==> src/rtl/cronometro_control.sv <==
// ---------------------------------------------------------------------------
// cronometro_control
//
// Front-panel controller for the contador_final stopwatch counter.
// Takes two raw push-buttons (start/stop and lap/clear), synchronises and
// debounces them, runs the IDLE/RUN/LAP/STOP state machine, drives the
// counter's Enable and Nreset inputs, and selects what the 7-segment driver
// shows: either the live count or a lap value frozen when the lap was taken.
// Every register updates on the falling edge of NEclk, the same edge the
// counter uses, so the whole front panel stays in one clock domain.
//
// Parameters
//   DEBOUNCE  cycles a synchronised button level must hold before it is
//             accepted (>= 1)
//   LAP_MAX   saturation value of lap_count (<= 15)
//
// Ports
//   NEclk       in   1   clock, falling-edge active
//   Nreset      in   1   asynchronous reset, active low
//   btn_ss      in   1   raw start/stop button, active high, asynchronous
//   btn_lr      in   1   raw lap/clear button, active high, asynchronous
//   live_bcd    in  36   counter digits {h1,h0,min1,min0,s1,s0,ms2,ms1,ms0}
//   cnt_enable  out  1   counter Enable
//   cnt_nreset  out  1   counter Nreset (active low)
//   disp_bcd    out 36   digits for the display, same packing as live_bcd
//   lap_active  out  1   high while disp_bcd shows a frozen lap value
//   lap_count   out  4   laps taken since the last clear, saturating
//   state       out  2   IDLE=0, RUN=1, LAP=2, STOP=3
// ---------------------------------------------------------------------------
module cronometro_control #(
    parameter int DEBOUNCE = 20,
    parameter int LAP_MAX  = 9
) (
    input  logic        NEclk,
    input  logic        Nreset,
    input  logic        btn_ss,
    input  logic        btn_lr,
    input  logic [35:0] live_bcd,
    output logic        cnt_enable,
    output logic        cnt_nreset,
    output logic [35:0] disp_bcd,
    output logic        lap_active,
    output logic [3:0]  lap_count,
    output logic [1:0]  state
);

    // -----------------------------------------------------------------------
    // Debounce counter sizing. The counter never needs to hold DEBOUNCE
    // itself: the edge on which it would get there is the edge on which the
    // level is accepted and the counter clears instead.
    // -----------------------------------------------------------------------
    localparam int                CNT_W    = (DEBOUNCE < 2) ? 1 : $clog2(DEBOUNCE);
    localparam logic [CNT_W-1:0]  CNT_LAST = CNT_W'(DEBOUNCE - 1);
    localparam logic [CNT_W-1:0]  CNT_ONE  = CNT_W'(1);
    localparam logic [3:0]        LAP_SAT  = 4'(LAP_MAX);

    // Button index 0 = start/stop, index 1 = lap/clear.
    localparam int BTN_SS = 0;
    localparam int BTN_LR = 1;

    logic [1:0] btn_raw;
    logic [1:0] press_pulse;

    assign btn_raw = {btn_lr, btn_ss};

    // -----------------------------------------------------------------------
    // Per-button synchroniser and debouncer.
    //   sync1_reg/sync2_reg : two-flop synchroniser for the asynchronous pin
    //   level_reg           : the accepted (debounced) level
    //   cnt_reg             : consecutive cycles sync2 has disagreed with the
    //                         accepted level
    //   pulse_reg           : one-cycle press strobe, raised only when the
    //                         accepted level flips 0->1; releases are
    //                         debounced the same way but never strobe
    // With the raw pin stable from edge 0, sync2 is high after edge 1, the
    // counter counts on edges 2..DEBOUNCE, and the flip plus strobe land on
    // edge DEBOUNCE+1. The FSM therefore acts on edge DEBOUNCE+2.
    // -----------------------------------------------------------------------
    genvar gi;
    generate
        for (gi = 0; gi < 2; gi++) begin : g_btn
            logic             sync1_reg;
            logic             sync2_reg;
            logic             level_reg;
            logic             pulse_reg;
            logic [CNT_W-1:0] cnt_reg;

            always_ff @(negedge NEclk or negedge Nreset) begin
                if (!Nreset) begin
                    sync1_reg <= 1'b0;
                    sync2_reg <= 1'b0;
                    level_reg <= 1'b0;
                    pulse_reg <= 1'b0;
                    cnt_reg   <= '0;
                end else begin
                    sync1_reg <= btn_raw[gi];
                    sync2_reg <= sync1_reg;
                    pulse_reg <= 1'b0;
                    if (sync2_reg == level_reg) begin
                        // Any agreement restarts qualification, so a glitch
                        // shorter than DEBOUNCE cycles never gets accepted.
                        cnt_reg <= '0;
                    end else if (cnt_reg == CNT_LAST) begin
                        level_reg <= sync2_reg;
                        cnt_reg   <= '0;
                        pulse_reg <= sync2_reg;
                    end else begin
                        cnt_reg <= cnt_reg + CNT_ONE;
                    end
                end
            end

            assign press_pulse[gi] = pulse_reg;
        end
    endgenerate

    logic ss_press;
    logic lr_press;

    assign ss_press = press_pulse[BTN_SS];
    assign lr_press = press_pulse[BTN_LR];

    // -----------------------------------------------------------------------
    // Control state machine
    // -----------------------------------------------------------------------
    typedef enum logic [1:0] {
        ST_IDLE = 2'd0,
        ST_RUN  = 2'd1,
        ST_LAP  = 2'd2,
        ST_STOP = 2'd3
    } state_t;

    state_t      state_reg;
    state_t      state_next;
    logic [3:0]  lap_count_reg;
    logic [3:0]  lap_count_next;
    logic [35:0] lap_reg;
    logic [35:0] lap_next;

    always_ff @(negedge NEclk or negedge Nreset) begin
        if (!Nreset) begin
            state_reg     <= ST_IDLE;
            lap_count_reg <= 4'd0;
            lap_reg       <= 36'd0;
        end else begin
            state_reg     <= state_next;
            lap_count_reg <= lap_count_next;
            lap_reg       <= lap_next;
        end
    end

    // Start/stop is checked first in every state, so when both strobes
    // arrive on the same cycle the lap/clear request is simply dropped.
    always_comb begin
        state_next     = state_reg;
        lap_count_next = lap_count_reg;
        lap_next       = lap_reg;

        case (state_reg)
            ST_IDLE: begin
                if (ss_press) begin
                    state_next = ST_RUN;
                end
            end

            ST_RUN: begin
                if (ss_press) begin
                    state_next = ST_STOP;
                end else if (lr_press) begin
                    state_next = ST_LAP;
                    lap_next   = live_bcd;
                    if (lap_count_reg < LAP_SAT) begin
                        lap_count_next = lap_count_reg + 4'd1;
                    end
                end
            end

            ST_LAP: begin
                if (ss_press) begin
                    state_next = ST_STOP;
                end else if (lr_press) begin
                    state_next = ST_RUN;
                end
            end

            ST_STOP: begin
                if (ss_press) begin
                    state_next = ST_RUN;
                end else if (lr_press) begin
                    // lap_reg is left alone: it is only visible in LAP and
                    // will be overwritten by the next lap capture.
                    state_next     = ST_IDLE;
                    lap_count_next = 4'd0;
                end
            end

            default: begin
                state_next = ST_IDLE;
            end
        endcase
    end

    // -----------------------------------------------------------------------
    // Moore output decode. Because it depends only on registers, the reset
    // values appear the moment Nreset falls, and no button path reaches an
    // output combinationally.
    // -----------------------------------------------------------------------
    always_comb begin
        cnt_enable = 1'b0;
        cnt_nreset = 1'b1;
        lap_active = 1'b0;
        disp_bcd   = live_bcd;

        case (state_reg)
            ST_IDLE: begin
                cnt_nreset = 1'b0;
            end
            ST_RUN: begin
                cnt_enable = 1'b1;
            end
            ST_LAP: begin
                cnt_enable = 1'b1;
                lap_active = 1'b1;
                disp_bcd   = lap_reg;
            end
            ST_STOP: begin
                cnt_enable = 1'b0;
            end
            default: begin
                cnt_nreset = 1'b0;
            end
        endcase
    end

    assign lap_count = lap_count_reg;
    assign state     = state_reg;

endmodule

==> config.mk <==
export PLATFORM = sky130hd
export DESIGN_NAME = cronometro_control
export DESIGN_NICKNAME = d
export VERILOG_FILES = /design/src/rtl/cronometro_control.sv
export SDC_FILE = /design/constraint.sdc
export NUM_CORES = 1
export LEC_CHECK = 0
export CAP_MARGIN = 20
export CORE_MARGIN = 3
export CORE_UTILIZATION = 30
export DETAILED_ROUTE_END_ITERATION = 8
export GPL_ROUTABILITY_DRIVEN = 0
export PLACE_DENSITY_LB_ADDON = 0.12
export SYNTH_ARGS = -nofsm -noshare
export SYNTH_HDL_FRONTEND = slang
export SYNTH_SLANG_ARGS = --single-unit
==> constraint.sdc <==
create_clock -name NEclk -period 3.5 [get_ports NEclk]
set_clock_uncertainty 0.15 [all_clocks]
set_input_delay 0.875 -clock NEclk [delete_from_list [all_inputs] [get_ports NEclk]]
set_output_delay 0.875 -clock NEclk [all_outputs]
set_load 0.05 [all_outputs]
# == Word level (Yosys, flattened, before mapping) ==
# Index checks and enable logic that the tools add are counted.
# classes
n_mux,26
div_mod_pow,0
shift,0
add_sub_neg,3
bitwise,3
n_eq_ne,16
magnitude_cmp,1
multipliers,0
n_reduce_logical,8
# op_table
op,n
36-bit two-way mux,1
4-bit two-way mux,5
5-bit two-way mux,4
2-bit two-way mux,7
"2-bit != test, second input constant",6
"5-bit by 1-bit adder with 5-bit output, second input constant",2
"5-bit == test, second input constant",2
"3-bit != test, second input constant",3
2-bit case mux with 4 select lines,1
4-bit case mux with 2 select lines,1
1-bit two-way mux,7
6-bit AND reduction,1
"4-bit by 1-bit adder with 4-bit output, second input constant",1
"2-bit == test, second input constant",2
"4-bit less-than comparator, second input constant",1
2-bit AND reduction,2
4-bit AND reduction,1
1-bit NOT,3
3-bit AND reduction,1
1-bit == test,2
"2-bit by 1-bit == test with 1-bit output, second input constant",1
2-bit zero test,1
2-bit nonzero test,1
2-bit OR reduction,1
# totals
output_inout_bits,45
mem_bits_ro,0
wordCells,70
ram_bits,0
memories,0
latchBits,0
register_bits,60
inputBits,40

# == Longest topological paths before layout ==
# logic_depth
word_depth,5
ltp_mapped,6
ltp_nobuf,6

==> run_results.csv <==
group,metric,value,unit
status,status,"finished with violations",
status,violations,"setup timing",
floorplanning,fp.dieArea,10800,um^2
sta,finalWorstSetupSlack,-0.911,ns
worst_hold_path,hold_class,"reg2reg",
synthesis,synth_edf_count,0,
power_and_ir_drop,leakage,2.11,nW
setup_path,crit_chain,"ha_4, buf_12, mux2_4, buf_12",
power_and_ir_drop,combPwrFrac,50.3,%
synthesis,yosysTopAreaCell,"dfrtn_1",
sta,setup_violations,45,
synthesis,synth_xor_area_share,1.52,%
setup_path,cp_common_cell,"buf_12",
sta,finalHoldWorstSlack,0.144,ns
setup_path,crit_path_top_delay_cell,"dfrtn_1",
final_layout,largest_reg_flops,36,
synthesis,yosysSeqAreaShare,52.0,%
setup_path,cp_max_fo,16,
synthesis,syn_area,2890,um^2
placed_design,placedCellCount,438,
detailed_routing,dr.first_iter.drc_count,45,
sta,drv_slew,0,
synthesis,syn_inst,218,
final_layout,drive_above_1_share,48.9,%
placed_design,dp_hpwl,4.61,mm
setup_path,cp.arrival,3.39,ns
grt,grt_max_degree,61,
synthesis,synth_fa_ha_area_share,3.90,%
synthesis,synth_mux_area_share,29.9,%
clock_network,h-tree-depth,3,
job,maxCapViolCount,0,
detailed_routing,dr.pass1.iters,4,
clock_network,insertion_delay,0.32,ns
setup_path,cpPeakStageDelay,0.45,ns
final_layout,final_util,51.8,%
grt,grt_pass1_vias,2087,
detailed_routing,final_antenna_net_count,0,
placed_design,io_buffers,84,
synthesis,synth_compound_area_share,3.73,%
synthesis,synth_top_family_by_area,"multiplexers",
clock_network,clkTransAtPathRegs,0.05,ns
power_and_ir_drop,sequentialPowerShare,26.6,%
grt,grt_pass1_wl,10.4,mm
setup_path,endpoint_kind,"output port",
setup_path,crit_required,2.47,ns
power_and_ir_drop,ir_drop,406,uV
detailed_routing,drt-total-wl,6.49,mm
power_and_ir_drop,powerDensity,594,nW/um^2
power_and_ir_drop,p_switching,0.992,mW
sta,grt_setup_unrepaired,"yes",
sta,tightestPinTransition,0.539,ns
floorplanning,std_cell_rows,35,
power_and_ir_drop,p_total,2.86,mW
floorplanning,start_util,31.1,%
synthesis,synth.yosys.warnings,0,
clock_network,cts_hold_buf,0,
grt,grt_overflow,0,
grt,grt_antenna_before_repair,0,
sta,slew_headroom,64.0,%
setup_path,crit_buf_inv,2,
floorplanning,coreArea,9280,um^2
sta,hold_viol_final,0,
power_and_ir_drop,p_clk_share,23.1,%
synthesis,ys_types,29,
power_and_ir_drop,p_int,1.87,mW
clock_network,clockRootBuffer,"clkbuf_8",
setup_path,start_kind,"register",
detailed_routing,drc_errors,0,
synthesis,synth_simple_gate_area_share,6.54,%
placed_design,dp_slack,-0.612,ns
grt,track_usage,12.2,%
detailed_routing,wire_per_inst,14.2,um
synthesis,yosysTopAreaCellShare,52.0,%
synthesis,avgSynthCellArea,13.2,um^2
floorplanning,die_x,104,um
clock_network,cts_made_buffers,9,
sta,fin_setup_tns,-36.07,ns
synthesis,ys.flop_type,"dfrtn_1",
final_layout,syn_to_final_growth,66.6,%
detailed_routing,num_vias,2035,
synthesis,synthTopCellsByArea,"dfrtn_1, mux2_2, ha_1",
synthesis,synth_seq_cells,60,
synthesis,postSynth.asyncResetShare,100,%
detailed_routing,viasPerCell,4.46,
final_layout,final_cell_area,4810,um^2
clock_network,cts_sinks,60,
final_layout,nets,373,
clock_network,cts_buffer_depth,2,
setup_path,worst_path_dominant_cell_family,"flip-flops",
final_layout,n_antenna_cell,0,
floorplanning,die_h,104,um
setup_path,path_class,"reg2out",
synthesis,mappedNetlistNets,267,
floorplanning,pin_count,85,
clock_network,tritoncts,"yes",
power_and_ir_drop,swShare,34.7,%
placed_design,placed_cell_area,4480,um^2
final_layout,stdcell_count,456,
[synthesized netlist by cell type (3+ instances only)]
cell and n:
a21oi_1 3, buf_2 7, dfrtn_1 60, ha_1 9
inv_1 9, mux2_2 75, nand2_1 5, nand2b_1 4
nor2_1 9, nor3_1 4, o21ai_0 5, xnor2_1 5
[worst register-to-register path: cells and delay by family, from the launching register on]
kind                       cells  cell delay, ns
adders and majority gates      1            0.24
muxes                          1            0.29
buffers and inverters          4            0.83
DFF                            1            0.37
and+or+nand+nor                1            0.46
[layer usage]
metal	vias to the layer above	part of all wire, %	routed length, um	global-route usage, %
li1	982	-	-	-
met1	993	44	2870	15.0
met2	49	49	3200	20.0
met3	11	4.6	300	3.66
met4	0	1.7	112	5.13
met5	-	0	0	0
[final cells by class]
class | instances | area (um^2)
Clock buffer | 13 | 179
Clock inverter | 1 | 30.0
Fill cell | 821 | 4470
Inverter | 9 | 37.5
Multi-Input combinational cell | 142 | 1470
Sequential cell | 60 | 1500
Tap cell | 129 | 161
Timing Repair Buffer | 102 | 1430
[cells in the final DEF (no fill, tap or decap), drive strengths merged, types with 2 or more instances in the layout]
master         netlist  final
nor2b                2      2
nand2                5      5
buf                  7     64
o21ai                8      8
nand2b               4      4
and3b                2      2
nor3                 4      4
dfrtn               60     60
inv                  9      8
clkdlybuf4s50        0     38
ha                   9      9
a22oi                2      2
nand3                3      3
a21oi                3      3
clkbuf               0     13
mux2i                2      2
mux2                75     75
nor2                 9      9
xnor2                5      5
[cell families after synthesis]
kind of cell | after synthesis
muxes | 77
DFF | 60
and+or+nand+nor | 34
AOI/OAI and AO/OA | 17
buffers and inverters | 16
adders and majority gates | 9
xor gates and xnor gates | 5
[power by group through the flow]
| stage | Combinational [mW] | Clock (mW) | Sequential (mW) |
|---|---|---|---|
| 3_3_place_gp | 1.37 | 0 | 0.772 |
| 4_1_cts | 1.42 | 0.688 | 0.761 |
| 6_report | 1.44 | 0.660 | 0.762 |
| 5_1_grt | 1.51 | 0.712 | 0.766 |
| 2_1_floorplan | 0.741 | 0 | 0.811 |
| 3_5_place_dp | 1.37 | 0 | 0.774 |
[timing repair]
action | CTS | global route
setup endpoints to repair | 45 | 45
cloned | 0 | 0
resized for setup | 6 | 16
buffers inserted | 4 | 3
pin swaps | 1 | 1
[worst paths after layout]
path,startpoint,end,slack (ns),depth (start not counted)
setup / recovery,state[1],disp_bcd[12],-0.91,4
hold / removal,g_btn[1].sync1_reg,g_btn[1].sync2_reg,0.14,0
setup reg to reg,state[1],lap_reg[31],1.01,7
hold reg to reg,g_btn[1].sync1_reg,g_btn[1].sync2_reg,0.14,0
max in group asynchronous,Nreset,lap_reg[31],0.85,2
min in group asynchronous,Nreset,lap_reg[33],2.03,2
(Power assumes the default switching activity.)
